**src/rtl/pc_sequencer.sv**
```systemverilog
// Program-counter sequencer: halt/return/jump/branch/sequential next-PC selection.
// Optional return-address stack enabled by defining PC_SEQUENCER_RAS_EN.
module pc_sequencer #(
    parameter int unsigned         PC_WIDTH     = 16,
    parameter int unsigned         INSTR_BYTES  = 2,
    parameter int unsigned         BR_IMM_W     = 6,
    parameter int unsigned         JMP_IMM_W    = 12,
    parameter int unsigned         RAS_DEPTH    = 4,
    parameter logic [PC_WIDTH-1:0] RESET_VECTOR = '0
) (
    input  logic                 clk_pi,
    input  logic                 reset_n_pi,
    input  logic                 clk_en_pi,
    input  logic                 halt_pi,
    input  logic                 branch_taken_pi,
    input  logic [BR_IMM_W-1:0]  branch_immediate_pi,
    input  logic                 jump_taken_pi,
    input  logic [JMP_IMM_W-1:0] jump_immediate_pi,
    input  logic                 call_pi,
    input  logic                 return_pi,
    output logic [PC_WIDTH-1:0]  pc_po,
    output logic                 ras_full_po,
    output logic                 ras_empty_po,
    output logic                 ras_err_po
);

    logic [PC_WIDTH-1:0] pc_q;
    logic [PC_WIDTH-1:0] pc_d;
    logic [PC_WIDTH-1:0] seq;
    logic [PC_WIDTH-1:0] br_off;
    logic [PC_WIDTH-1:0] jmp_off;

    // Offsets are two's complement; the signed cast sign-extends to PC width.
    assign seq     = pc_q + PC_WIDTH'(INSTR_BYTES);
    assign br_off  = PC_WIDTH'($signed(branch_immediate_pi));
    assign jmp_off = PC_WIDTH'($signed(jump_immediate_pi));

`ifdef PC_SEQUENCER_RAS_EN
    localparam int unsigned PTR_W = $clog2(RAS_DEPTH);
    localparam int unsigned CNT_W = PTR_W + 1;

    logic [PC_WIDTH-1:0] ras_mem [RAS_DEPTH];
    logic [PTR_W-1:0]    wr_ptr_q;
    logic [PTR_W-1:0]    wr_ptr_d;
    logic [CNT_W-1:0]    cnt_q;
    logic [CNT_W-1:0]    cnt_d;
    logic                full_q;
    logic                empty_q;
    logic                err_q;
    logic                err_d;
    logic                push;
    logic                pop;
    logic                stk_empty;
    logic                stk_full;
    logic [PC_WIDTH-1:0] ras_top;

    assign stk_empty = (cnt_q == '0);
    assign stk_full  = (cnt_q == CNT_W'(RAS_DEPTH));
    assign ras_top   = ras_mem[wr_ptr_q - PTR_W'(1)];

    // Next-PC selection with return stack control.
    always_comb begin
        pc_d  = pc_q;
        push  = 1'b0;
        pop   = 1'b0;
        err_d = err_q;
        if (halt_pi) begin
            pc_d = pc_q;
        end else if (return_pi) begin
            if (stk_empty) begin
                pc_d  = seq;
                err_d = 1'b1;
            end else begin
                pc_d = ras_top;
                pop  = 1'b1;
            end
        end else if (jump_taken_pi) begin
            pc_d = seq + jmp_off;
            push = call_pi;
            if (call_pi && stk_full) begin
                err_d = 1'b1;
            end
        end else if (branch_taken_pi) begin
            pc_d = seq + br_off;
        end else begin
            pc_d = seq;
        end
    end

    // Circular buffer: a push onto a full stack lands on the oldest slot.
    always_comb begin
        wr_ptr_d = wr_ptr_q;
        cnt_d    = cnt_q;
        if (push) begin
            wr_ptr_d = wr_ptr_q + PTR_W'(1);
            if (!stk_full) begin
                cnt_d = cnt_q + CNT_W'(1);
            end
        end else if (pop) begin
            wr_ptr_d = wr_ptr_q - PTR_W'(1);
            cnt_d    = cnt_q - CNT_W'(1);
        end
    end

    always_ff @(posedge clk_pi or negedge reset_n_pi) begin
        if (!reset_n_pi) begin
            wr_ptr_q <= '0;
            cnt_q    <= '0;
            full_q   <= 1'b0;
            empty_q  <= 1'b1;
            err_q    <= 1'b0;
        end else if (clk_en_pi) begin
            wr_ptr_q <= wr_ptr_d;
            cnt_q    <= cnt_d;
            full_q   <= (cnt_d == CNT_W'(RAS_DEPTH));
            empty_q  <= (cnt_d == '0);
            err_q    <= err_d;
        end
    end

    // Stack contents need no reset; the count defines which entries are valid.
    always_ff @(posedge clk_pi) begin
        if (clk_en_pi && push) begin
            ras_mem[wr_ptr_q] <= seq;
        end
    end

    assign ras_full_po  = full_q;
    assign ras_empty_po = empty_q;
    assign ras_err_po   = err_q;
`else
    logic unused_ras_inputs;
    assign unused_ras_inputs = ^{call_pi, return_pi};

    // Next-PC selection without a return stack.
    always_comb begin
        pc_d = pc_q;
        if (halt_pi) begin
            pc_d = pc_q;
        end else if (jump_taken_pi) begin
            pc_d = seq + jmp_off;
        end else if (branch_taken_pi) begin
            pc_d = seq + br_off;
        end else begin
            pc_d = seq;
        end
    end

    assign ras_full_po  = 1'b0;
    assign ras_empty_po = 1'b1;
    assign ras_err_po   = 1'b0;
`endif

    always_ff @(posedge clk_pi or negedge reset_n_pi) begin
        if (!reset_n_pi) begin
            pc_q <= RESET_VECTOR;
        end else if (clk_en_pi) begin
            pc_q <= pc_d;
        end
    end

    assign pc_po = pc_q;

endmodule

```
**config.mk**
```make
export PLATFORM = sky130hd
export DESIGN_NAME = pc_sequencer
export DESIGN_NICKNAME = d
export VERILOG_FILES = /design/src/rtl/pc_sequencer.sv
export SDC_FILE = /design/constraint.sdc
export NUM_CORES = 1
export LEC_CHECK = 0
export CAP_MARGIN = 10
export CORE_UTILIZATION = 48
export CTS_BUF_LIST = sky130_fd_sc_hd__clkbuf_8
export DETAILED_ROUTE_END_ITERATION = 7
export PLACE_DENSITY_LB_ADDON = 0.1
export SYNTH_ARGS = -nofsm -noshare
export SYNTH_HDL_FRONTEND = slang
export SYNTH_SLANG_ARGS = --single-unit
```
**constraint.sdc**
```tcl
create_clock -name clk_pi -period 4.24 [get_ports clk_pi]
set_input_delay 0.636 -clock clk_pi [delete_from_list [all_inputs] [get_ports clk_pi]]
set_output_delay 0.636 -clock clk_pi [all_outputs]
set_load 0.05 [all_outputs]
```
Word-level counts from Yosys, hierarchy flattened
Cells that the tools add are included.
Widths: inputs -> output; s select.
{"block": "classes", "reduce_logical": 1, "n_bitwise": 1, "mux": 2, "add_sub_neg": 3}
{"op": "$add 16x16->16", "n": 2}
{"op": "$mux 16", "n": 2}
{"op": "$add 16x2->16 const B", "n": 1}
{"op": "$reduce_and 2->1", "n": 1}
{"op": "$not 1->1", "n": 1}
{"block": "word_totals", "reg_bits": 16, "out_inout_bits": 19, "in_bits": 26}

Longest topological paths before layout
Gate-level depths: netlist of the first run.
{"block": "logic_depth", "depth_word": 4, "mapped_depth": 13, "depth_no_buf": 12}

Least setup slack after synthesis of the first run
No wires, ideal clock.
{"block": "synth_timing", "path_type": "register to register", "start": "register pc_q[3], in the netlist pc_po[3]", "end": "register pc_q[15], in the netlist pc_po[15]", "stages_incl_launch_ff": 14, "t_arrival_ns": 3.239, "synth_period_minus_slack_ns": 3.325, "path_slack_ns": 0.915, "n_path_buf": 1, "setup_ns": 0.087, "required_time_ns": 4.153, "cell_sequence": "dfrtp_1 > and4_1 > buf_4 > and3_4 > nand2_1 > xnor2_1 > ha_1 > a21o_1 > or2_0 > o22a_1 > a211o_1 > a31o_2 > a21bo_2 > o211ai_1"}
{"block": "synth_between", "elab_chain_cells": 4, "word_cells_on_any_way": 5, "cone_classes": "add/sub (3); mux (2)"}
{"element": "start: declaration", "line_no": "27", "source": "logic [PC_WIDTH-1:0] pc_q;"}
{"element": "start signal: assignment", "line_no": "158", "source": "pc_q <= pc_d;"}
{"element": "$add 16x2->16 (*)", "line_no": "34", "source": "assign seq = pc_q + PC_WIDTH'(INSTR_BYTES);"}
{"element": "$add 16x16->16", "line_no": "143", "source": "pc_d = seq + br_off;"}
{"element": "$mux 16", "line_no": "142", "source": "end else if (branch_taken_pi) begin"}
{"element": "$mux 16 (*)", "line_no": "140", "source": "end else if (jump_taken_pi) begin"}
Every way passes the cells marked *; elsewhere a longest branch is shown, timed or not.
A chain may end at the register's enable or synchronous reset.

Worst setup path after layout of the first run
{"block": "layout_timing", "start": "register pc_q[1], in the netlist pc_po[1]", "end": "register pc_q[15], in the netlist pc_po[15]"}
Same word-level chain as after synthesis.

==> metrics.md, run 1 <==
| Metric | Value |
|---|---|
| Status | `complete, no violations` |
| Wire length per cell | `16.0 um` |
| Final min period | `3450 ps` |
| Boundary Pins | `45` |
| Gp weighted congestion | `0.834` |
| Setup tns final | `0 ps` |
| Most common cell after layout, fill and taps aside | `clkdlybuf4s50_1` |
| CP arrival | `3620 ps` |
| Area Growth Syn to Fin | `18.5%` |
| Via count | `2623` |
| CP cell instances | `ha_1 -> nand4_1 -> xnor2_1 -> ha_1 -> and4_1 -> a31o_2 -> a21oi_1 -> o221a_2 -> mux2i_1 -> o211ai_1 -> o211ai_1` |
| Slowest cell on crit path | `dfrtp_1` |
| Vias in the first global route | `2409` |
| Critical path class | `reg -> reg` |
| Slew @ Worst Pin | `929 ps` |
| Crit end category | `flip-flop` |
| Post-CTS Hold Buffers | `0` |
| Synth area leaders | `ha_1 17%, dfrtp_1 15%, xnor2_1 6.7%` |
| Remaining antenna violation count after routing | `0` |
| Fillers | `524` |
| Max clock buf depth | `2` |
| Hold WS | `563 ps` |
| Kind of start point of the critical path | `flip-flop` |
| Leakage power | `1.33 nW` |
| CTS Buf Count | `3` |
| First-pass iteration count of the detailed router | `4` |
| Via density | `5.92` |
| Crit-path max cell delay | `570 ps` |
| CTS resizes | `0` |
| Post-synthesis mux area share | `1.90%` |
| Gr ovfl total | `0` |
| Final count of pins violating max slew | `0` |
| DP HPWL | `5.68 mm` |
| Diode count | `0` |
| Post-Synth Simple-Gate Area | `22.7%` |
| Post-synth ARST share | `100%` |
| Max-cap violations | `0` |
| Hold Crit Class | `reg -> reg` |
| DRT iter0 DRCs | `86` |
| Post-synthesis sequential area ratio | `15.2%` |
| Antenna violations before repair | `0` |
| Core footprint | `5200 um^2` |
| Synthesis-stage register bit count | `16` |
| Synth Area in Adders | `18.2%` |
| Yosys top cell by area | `ha_1` |
| Largest register FFs | `16` |
| TritonCTS clock tree | `done` |
| Setup violators final | `0` |
| Post-synth EDFFs | `0` |
| Library cells used by synthesis | `60` |
| Largest family of logic cells by synthesized area | `compound AO/OA/AOI/OAI gates` |
| Post-CTS Setup Inserts | `0` |
| Synthesized area | `2630 um^2` |
| Synth Area in Compound Gates | `26.8%` |
| H-tree levels | `1` |
| Gr usage total | `25.1%` |
| PD cells | `809 nW/um^2` |
| Hold Vio Cnt, Final | `0` |
| IO Port Bufs | `39` |
| Clk pin slew, worst setup/hold paths | `70 ps` |
| Slew HR | `37.9%` |
| Fin Clk Skew | `1.65 ps` |
| Die height | `76.0 um` |
| Routed wire length | `7.08 mm` |
| Layout cell share with drive strength beyond 1 | `4.56%` |
| Register area | `400 um^2` |
| Hold Path Stages | `2` |
| RSZ-0062 raised after global routing | `no` |
| Yosys warns | `0` |
| Nets | `437` |
| Clk sinks | `16` |
| DRC viols | `0` |
| Multi-input logic area | `2140 um^2` |
| Starting density of the core | `50.6%` |
| Root buffer cell | `clkbuf_8` |
| Worst ir drop on vdd | `519 uV` |
| Synth Area in XOR/XNOR | `11.3%` |
| Worst-Skew Late Latency | `260 ps` |
| Post-synth top area share | `16.6%` |
| Main flop type after synthesis | `dfrtp_1` |
| Largest net degree at the start of global routing | `28` |
| Commonest cells after routing, fill and taps aside | `39 x clkdlybuf4s50_1, 35 x ha_1, 31 x a21oi_1` |
| CP Data Required Time | `4410 ps` |
| Syn Area/Cell | `7.74 um^2` |
| First-pass GRT wire length | `11.6 mm` |
| Peak Freq | `290 MHz` |
| CP Max Fanout | `11` |
| Tcrit/Tclk final | `81.4%` |
| Rows | `26` |
| Syn Inst Count | `340` |
| R2R depth | `11` |
| Die Area | `5780 um^2` |
| Die W | `76.0 um` |
[per-layer routing]
metal  up-vias  GRT usage, %  routed length (um)
li1       1324             -                   -
met1      1221          35.9                3420
met2        73          41.5                3140
met3         5          1.56                 459
met4         0          5.38                  55
met5         -             0                   0
[worst paths after layout]
path,start,end,slack (ps)
min in group asynchronous,reset_n_pi,pc_po[3],820
min,pc_po[13],pc_po[13],560
max in group asynchronous,reset_n_pi,pc_po[14],2940
max reg2reg,pc_po[1],pc_po[15],790
min reg2reg,pc_po[13],pc_po[13],560
max,pc_po[1],pc_po[15],790
[cell usage after synthesis, types with 2 or more instances]
cell type / instances
ha_1: 35
a21oi_1: 31
nor2_1: 30
nand2_1: 28
o21ai_0: 21
xnor2_1: 20
dfrtp_1: 16
nand3_1: 16
xor2_1: 14
a21o_1: 9
inv_1: 8
a211oi_1: 7
a31oi_1: 6
nand4_1: 6
nor3_1: 6
clkbuf_1: 5
mux2i_1: 5
nand2b_1: 5
nor2b_1: 5
buf_4: 4
o211ai_1: 4
a211o_1: 3
a21boi_0: 3
and2_1: 3
and4_1: 3
buf_1: 3
nand3b_1: 3
or3_1: 3
a31o_2: 2
and3_1: 2
conb_1: 2
fa_1: 2
nor3b_1: 2
nor4_1: 2
[layout make-up]
cell class,count,area share (%)
Clock buffer,4,1.77
Inverter,8,0.963
Multi-Input combinational cell,304,68.6
Sequential cell,16,12.8
Tap cell,70,2.81
Timing Repair Buffer,41,13.0
[worst max-delay path, delay by kind of cell (launching register included)]
family / cells / cell delay, ps
mux: 1 / 280
compound gates: 5 / 960
fa+ha+maj: 2 / 720
simple gates: 2 / 390
flops: 1 / 570
xor+xnor: 1 / 450
[report_power, final]
part	total, mW	leakage [nW]	internal [mW]	switching, mW
clock network	0.143	0.0288	0.0827	0.0602
logic	2.03	1.11	0.814	1.22
registers	0.350	0.191	0.223	0.127
[per-stage QoR]
step | utilization (%) | power, mW | setup WS, ps | instance area [um^2] | cells
finish | 59.9 | 2.52 | 790 | 3120 | 443
global route | 59.9 | 2.73 | 522 | 3120 | 443
CTS | 59.9 | 2.51 | 830 | 3120 | 443
detailed placement | 58.8 | 2.35 | 727 | 3060 | 439
global placement | 58.8 | 2.33 | 755 | 3060 | 439
floorplan | - | 1.85 | 915 | 2640 | 341
[cells by family after synthesis]
family | after synthesis
AOI/OAI and AO/OA | 106
xor gates and xnor gates | 34
adders and majority gates | 37
buffers and inverters | 21
DFF | 16
muxes | 5
other | 2
and+or+nand+nor | 119
Power figures use the tool's default switching activity.
==> run 2: changes to the inputs <==
- clock period: 4.24 -> 2.9 ns (I/O delays scaled with it)
==> metrics.md, run 2 (synthesis gave the netlist of run 1 again) <==
| Metric | Value |
|---|---|
| Kind of start point of the critical path | `flip-flop (unchanged)` |
| Fin area | `3910 um^2 (was 3120 um^2)` |
| Switching Fraction | `50.0% (was 55.6%)` |
| Max-cap violations | `0 (unchanged)` |
| Reg power frac | `9.2% (was 13.9%)` |
| Largest register FFs | `16 (unchanged)` |
| DRC viols | `0 (unchanged)` |
| Rows | `26 (unchanged)` |
| Commonest cells after routing, fill and taps aside | `66 x buf_4, 39 x clkdlybuf4s50_1, 29 x nor2_1 (was 39 x clkdlybuf4s50_1, 35 x ha_1, 31 x a21oi_1)` |
| Die height | `76.0 um (unchanged)` |
| Largest net degree at the start of global routing | `27 (was 28)` |
| Slew HR | `43.6% (was 37.9%)` |
| Final WS setup | `-71.9 ps (was 790 ps)` |
| TritonCTS clock tree | `done (unchanged)` |
| Hold WS | `620 ps (was 563 ps)` |
| RSZ-0062 raised after global routing | `yes (was no)` |
| Wire length per cell | `16.3 um (was 16.0 um)` |
| Via density | `5.78 (was 5.92)` |
| Clock share of power | `4.6% (was 5.7%)` |
| Hold Path Stages | `2 (unchanged)` |
| Die W | `76.0 um (unchanged)` |
| Vias in the first global route | `2798 (was 2409)` |
| Gp weighted congestion | `0.870 (was 0.834)` |
| CP cell instances | `and4_4 -> and3_4 -> nand3_4 -> xnor2_4 -> buf_6 -> ha_4 -> and4_1 -> a31o_2 -> a21oi_2 -> o221a_2 -> mux2i_2 -> o211ai_1 -> o211ai_1 (was ha_1 -> nand4_1 -> xnor2_1 -> ha_1 -> and4_1 -> a31o_2 -> a21oi_1 -> o221a_2 -> mux2i_1 -> o211ai_1 -> o211ai_1)` |
| CP dominant cell by count | `o211ai_1` |
| Final Power | `4.71 mW (was 2.52 mW)` |
| Cells after DPL | `497 (was 439)` |
| Layout cell share with drive strength beyond 1 | `29.8% (was 4.56%)` |
| IO Port Bufs | `39 (unchanged)` |
| Core footprint | `5200 um^2 (unchanged)` |
| Worst ir drop on vdd | `838 uV (was 519 uV)` |
| PD cells | `1210 nW/um^2 (was 809 nW/um^2)` |
| Gr ovfl total | `0 (unchanged)` |
| Cell Count, Final, Fillers Out | `510 (was 443)` |
| Combinational power share | `86.1% (was 80.5%)` |
| Diode count | `0 (unchanged)` |
| WP depth | `13 (was 11)` |
| First-pass iteration count of the detailed router | `4 (unchanged)` |
| Final min period | `2970 ps (was 3450 ps)` |
| DRT iter0 DRCs | `153 (was 86)` |
| Status | `complete, but fails checks (was complete, no violations)` |
| Crit end category | `flip-flop (unchanged)` |
| Most common cell after layout, fill and taps aside | `buf_4 (was clkdlybuf4s50_1)` |
| Switching Power | `2.36 mW (was 1.40 mW)` |
| Crit-path max cell delay | `370 ps (was 570 ps)` |
| Area Growth Syn to Fin | `48.4% (was 18.5%)` |
| Boundary Pins | `45 (unchanged)` |
| Peak Freq | `336 MHz (was 290 MHz)` |
| Routed wire length | `8.33 mm (was 7.08 mm)` |
| Final count of pins violating max slew | `0 (unchanged)` |
| Worst-Skew Late Latency | `270 ps (was 260 ps)` |
| Tcrit/Tclk final | `102% (was 81.4%)` |
| Gr usage total | `27.9% (was 25.1%)` |
| Finished Core Util | `75.0% (was 59.9%)` |
| H-tree levels | `1 (unchanged)` |
| Setup tns final | `-75.1 ps (was 0 ps)` |
| Post-CTS Hold Buffers | `0 (unchanged)` |
| CP arrival | `3150 ps (was 3620 ps)` |
| Starting density of the core | `50.6% (unchanged)` |
| Setup violators final | `2 (was 0)` |
| CP Max Fanout | `5 (was 11)` |
| Placed Area | `3590 um^2 (was 3060 um^2)` |
| Slowest cell on crit path | `dfrtp_2 (was dfrtp_1)` |
| Hold Crit Class | `reg -> reg (unchanged)` |
| Max clock buf depth | `2 (unchanged)` |
| Leakage power | `1.69 nW (was 1.33 nW)` |
| CP Data Required Time | `3080 ps (was 4410 ps)` |
| Die Area | `5780 um^2 (unchanged)` |
| Failing checks | `negative setup slack` |
| Root buffer cell | `clkbuf_8 (unchanged)` |
| Clk sinks | `16 (unchanged)` |
| Nets | `504 (was 437)` |
| CP top delay family | `compound AO/OA/AOI/OAI gates (unchanged)` |
| Pre-CTS WS | `-349 ps (was 727 ps)` |
| Via count | `2948 (was 2623)` |
| Hold Vio Cnt, Final | `0 (unchanged)` |
| Remaining antenna violation count after routing | `0 (unchanged)` |
| CP bufs+invs | `1 (was 0)` |
| Internal Power | `2.36 mW (was 1.12 mW)` |
| Fin Clk Skew | `5.21 ps (was 1.65 ps)` |
| DP HPWL | `6.45 mm (was 5.68 mm)` |
| CTS Buf Count | `3 (unchanged)` |
| R2R depth | `13 (was 11)` |
| Clk pin slew, worst setup/hold paths | `80 ps (was 70 ps)` |
| Slew @ Worst Pin | `843 ps (was 929 ps)` |
| Critical path class | `reg -> reg (unchanged)` |
| First-pass GRT wire length | `12.9 mm (was 11.6 mm)` |
| Antenna violations before repair | `0 (unchanged)` |
run 2: changes by cell type in the layout (fill, tap and decap cells not counted), sizes merged:
cell  before  now
buf        2   69
run 2: final timing paths:
path | start | to | slack, ps
max in group asynchronous | reset_n_pi | pc_po[8] | 1670
setup / recovery | pc_po[5] | pc_po[15] | -70
min in group asynchronous | reset_n_pi | pc_po[0] | 650
hold / removal | pc_po[13] | pc_po[13] | 620
setup reg to reg | pc_po[5] | pc_po[15] | -70
hold reg to reg | pc_po[13] | pc_po[13] | 620
run 2: final cells by class:
class	count	area, um^2
inverters	8	30.0
clock buffers	4	55.1
flip-flops and latches	16	413
fillers	417	1300
well taps	70	87.6
multi-input cells	304	2390
repair buffers	108	928
run 2: worst min-delay path: stages, from the launching register on:
cell     delay (ps)
dfrtp_1         440
nand2_1         100
o41ai_2          50
run 2: layer usage:
layer	wire length (um)	global-route usage (%)
met1	3520	33.3
met2	4250	50.3
met3	333	4.19
met4	221	10.8
met5	0	0
run 2: repair_timing:
item | 4_1_cts | 5_1_grt
pin swaps | 14 | 13
resized for setup | 15 | 29
hold endpoints to repair | 0 | 0
setup buffers | 2 | 7
setup endpoints to repair | 6 | 9
run 2: power groups by stage:
stage	Clock (mW)	Combinational [mW]	Sequential, mW
after detailed placement	0	3.68	0.425
final	0.219	4.06	0.435
after CTS	0.217	3.80	0.425
after floorplan	0	1.93	0.855
after global placement	0	3.62	0.420
after global routing	0.227	4.37	0.445
==> run 3: changes to the inputs <==
- ABC_CLOCK_PERIOD_IN_PS: not set -> 2900
- CTS_CLUSTER_SIZE: not set -> 24
- GPL_ROUTABILITY_DRIVEN: not set -> 0
==> metrics.md, run 3 (synthesis gave the netlist of run 1 again) <==
| Metric | Value |
|---|---|
| Status | `complete, but fails checks (unchanged)` |
| Failing checks | `negative setup slack (unchanged)` |
| Via density | `5.85 (was 5.78)` |
| Nets | `504 (unchanged)` |
| Max clock buf depth | `2 (unchanged)` |
| CP arrival | `3170 ps (was 3150 ps)` |
| Largest net degree at the start of global routing | `27 (unchanged)` |
| First-pass GRT wire length | `13.4 mm (was 12.9 mm)` |
| Max-cap violations | `0 (unchanged)` |
| Most common cell after layout, fill and taps aside | `buf_4 (unchanged)` |
| Peak Freq | `334 MHz (was 336 MHz)` |
| Gr ovfl total | `0 (unchanged)` |
| Die W | `76.0 um (unchanged)` |
| Boundary Pins | `45 (unchanged)` |
| Diode count | `0 (unchanged)` |
| Setup violators final | `2 (unchanged)` |
| H-tree levels | `1 (unchanged)` |
| Reg power frac | `9.2% (about the same)` |
| Worst-Skew Late Latency | `260 ps (was 270 ps)` |
| Leakage power | `1.70 nW (was 1.69 nW)` |
| Kind of start point of the critical path | `flip-flop (unchanged)` |
| Wire length per cell | `16.8 um (was 16.3 um)` |
| PD cells | `1210 nW/um^2 (about the same)` |
| Worst ir drop on vdd | `861 uV (was 838 uV)` |
| Multi-input logic area | `2430 um^2 (was 2390 um^2)` |
| Fillers | `388 (was 417)` |
| Remaining antenna violation count after routing | `0 (unchanged)` |
| Switching Fraction | `50.5% (was 50.0%)` |
| CTS Buf Count | `3 (unchanged)` |
| Commonest cells after routing, fill and taps aside | `68 x buf_4, 39 x clkdlybuf4s50_1, 28 x nor2_1, 28 x ha_1, 26 x nand2_1 (was 66 x buf_4, 39 x clkdlybuf4s50_1, 29 x nor2_1)` |
| DRT iter0 DRCs | `203 (was 153)` |
| CP Max Fanout | `6 (was 5)` |
| Hold Vio Cnt, Final | `0 (unchanged)` |
| Switching Power | `2.41 mW (was 2.36 mW)` |
| Tcrit/Tclk final | `103% (was 102%)` |
| TritonCTS clock tree | `done (unchanged)` |
| Layout cell share with drive strength beyond 1 | `30.7% (was 29.8%)` |
| Post-CTS Hold Buffers | `0 (unchanged)` |
| CP bufs+invs | `2 (was 1)` |
| Via count | `2982 (was 2948)` |
| Routed wire length | `8.59 mm (was 8.33 mm)` |
| Final WS setup | `-89.6 ps (was -71.9 ps)` |
| CP Data Required Time | `3080 ps (about the same)` |
| DRC viols | `0 (unchanged)` |
| Clk sinks | `16 (unchanged)` |
| Largest register FFs | `16 (unchanged)` |
| First-pass iteration count of the detailed router | `5 (was 4)` |
| Area Growth Syn to Fin | `49.5% (was 48.4%)` |
| Starting density of the core | `50.6% (unchanged)` |
| Die Area | `5780 um^2 (unchanged)` |
| Internal Power | `2.35 mW (was 2.36 mW)` |
| Slew HR | `45.9% (was 43.6%)` |
| Fin Clk Skew | `3.56 ps (was 5.21 ps)` |
| Gr usage total | `28.9% (was 27.9%)` |
| Final min period | `2990 ps (was 2970 ps)` |
| CP top delay family | `compound AO/OA/AOI/OAI gates (unchanged)` |
| Cell Count, Final, Fillers Out | `510 (unchanged)` |
| Combinational power share | `86.3% (was 86.1%)` |
| IO Port Bufs | `39 (unchanged)` |
| Die height | `76.0 um (unchanged)` |
| Antenna violations before repair | `0 (unchanged)` |
| Clock share of power | `4.5% (was 4.6%)` |
| Crit end category | `flip-flop (unchanged)` |
| Core footprint | `5200 um^2 (unchanged)` |
| Slew @ Worst Pin | `809 ps (was 843 ps)` |
| Critical path class | `reg -> reg (unchanged)` |
| Slowest cell on crit path | `dfrtp_2 (unchanged)` |
| Register area | `413 um^2 (unchanged)` |
| Final count of pins violating max slew | `0 (unchanged)` |
| Setup tns final | `-144 ps (was -75.1 ps)` |
| Crit-path max cell delay | `450 ps (was 370 ps)` |
| Rows | `26 (unchanged)` |
| Root buffer cell | `clkbuf_8 (unchanged)` |
| RSZ-0062 raised after global routing | `yes (unchanged)` |
| Clk pin slew, worst setup/hold paths | `70 ps (was 80 ps)` |
| DP HPWL | `6.41 mm (was 6.45 mm)` |
| CP cell instances | `buf_4 -> ha_1 -> nand2_2 -> xnor2_2 -> buf_4 -> ha_1 -> a21o_1 -> a31o_2 -> a21oi_2 -> o221a_2 -> mux2i_2 -> o211ai_1 -> o211ai_1 (was and4_4 -> and3_4 -> nand3_4 -> xnor2_4 -> buf_6 -> ha_4 -> and4_1 -> a31o_2 -> a21oi_2 -> o221a_2 -> mux2i_2 -> o211ai_1 -> o211ai_1)` |
| Hold Crit Class | `reg -> reg (unchanged)` |
| Vias in the first global route | `2807 (was 2798)` |
| Cells after DPL | `498 (was 497)` |
==> run 3: cell counts in the layout (fill, tap and decap cells not counted) <==
Identical to the previous run, type by type.
==> run 3: stage by stage <==
stage               hold WS [ps]  utilization, %  instance area (um^2)  total power, mW  setup slack [ps]
floorplan                    139               -                  2720             2.78              -151
global placement             541            69.1                  3600             4.04              -320
detailed placement           553            69.1                  3600             4.12              -344
CTS                          602            72.9                  3790             4.51            -0.468
global route                 649            75.6                  3940             5.09              -191
finish                       614            75.6                  3940             4.76             -89.6
==> run 3: worst reg2reg max path, delay by kind of cell, from the launching register on <==
kind                     cells  cell delay [ps]
AO/OA/AOI/OAI                6             1210
flip-flops                   1              450
adder cells (fa/ha/maj)      2              450
buffers and inverters        2              310
multiplexers                 1              270
AND/OR/NAND/NOR              1              130
XOR/XNOR                     1              110
==> run 3: power groups by stage <==
stage                     logic, mW  clock network (mW)  registers (mW)
after floorplan                1.93                   0           0.855
after global placement         3.62                   0           0.430
after detailed placement       3.68                   0           0.434
after CTS                      3.87               0.214           0.432
after global routing           4.42               0.223           0.451
final                          4.11               0.212           0.439
==> run 3: per-layer routing <==
metal | vias up | routed length, um | GRT usage, %
li1 | 1459 | - | -
met1 | 1412 | 3560 | 35.6
met2 | 91 | 4400 | 53.5
met3 | 20 | 406 | 3.11
met4 | 0 | 228 | 6.92
met5 | - | 0 | 0
==> run 3: final timing paths <==
path | from | endpoint | slack [ps] | cells past startpoint
min in group asynchronous | reset_n_pi | pc_po[13] | 640 | 1
setup / recovery | pc_po[1] | pc_po[15] | -90 | 13
setup reg to reg | pc_po[1] | pc_po[15] | -90 | 13
hold / removal | pc_po[13] | pc_po[13] | 610 | 2
hold reg to reg | pc_po[13] | pc_po[13] | 610 | 2
max in group asynchronous | reset_n_pi | pc_po[7] | 1700 | 1
==> run 3: final cells by class <==
type | count | share of cell area, %
multi-input combinational | 304 | 61.7
timing repair buffer | 108 | 23.4
sequential | 16 | 10.5
tap | 70 | 2.23
clock buffer | 4 | 1.40
inverter | 8 | 0.763
==> run 3: what timing repair did <==
item	in CTS	in global routing
setup endpoints to repair	6	8
setup buffers	5	3
pin swaps	13	24
resized for setup	19	27
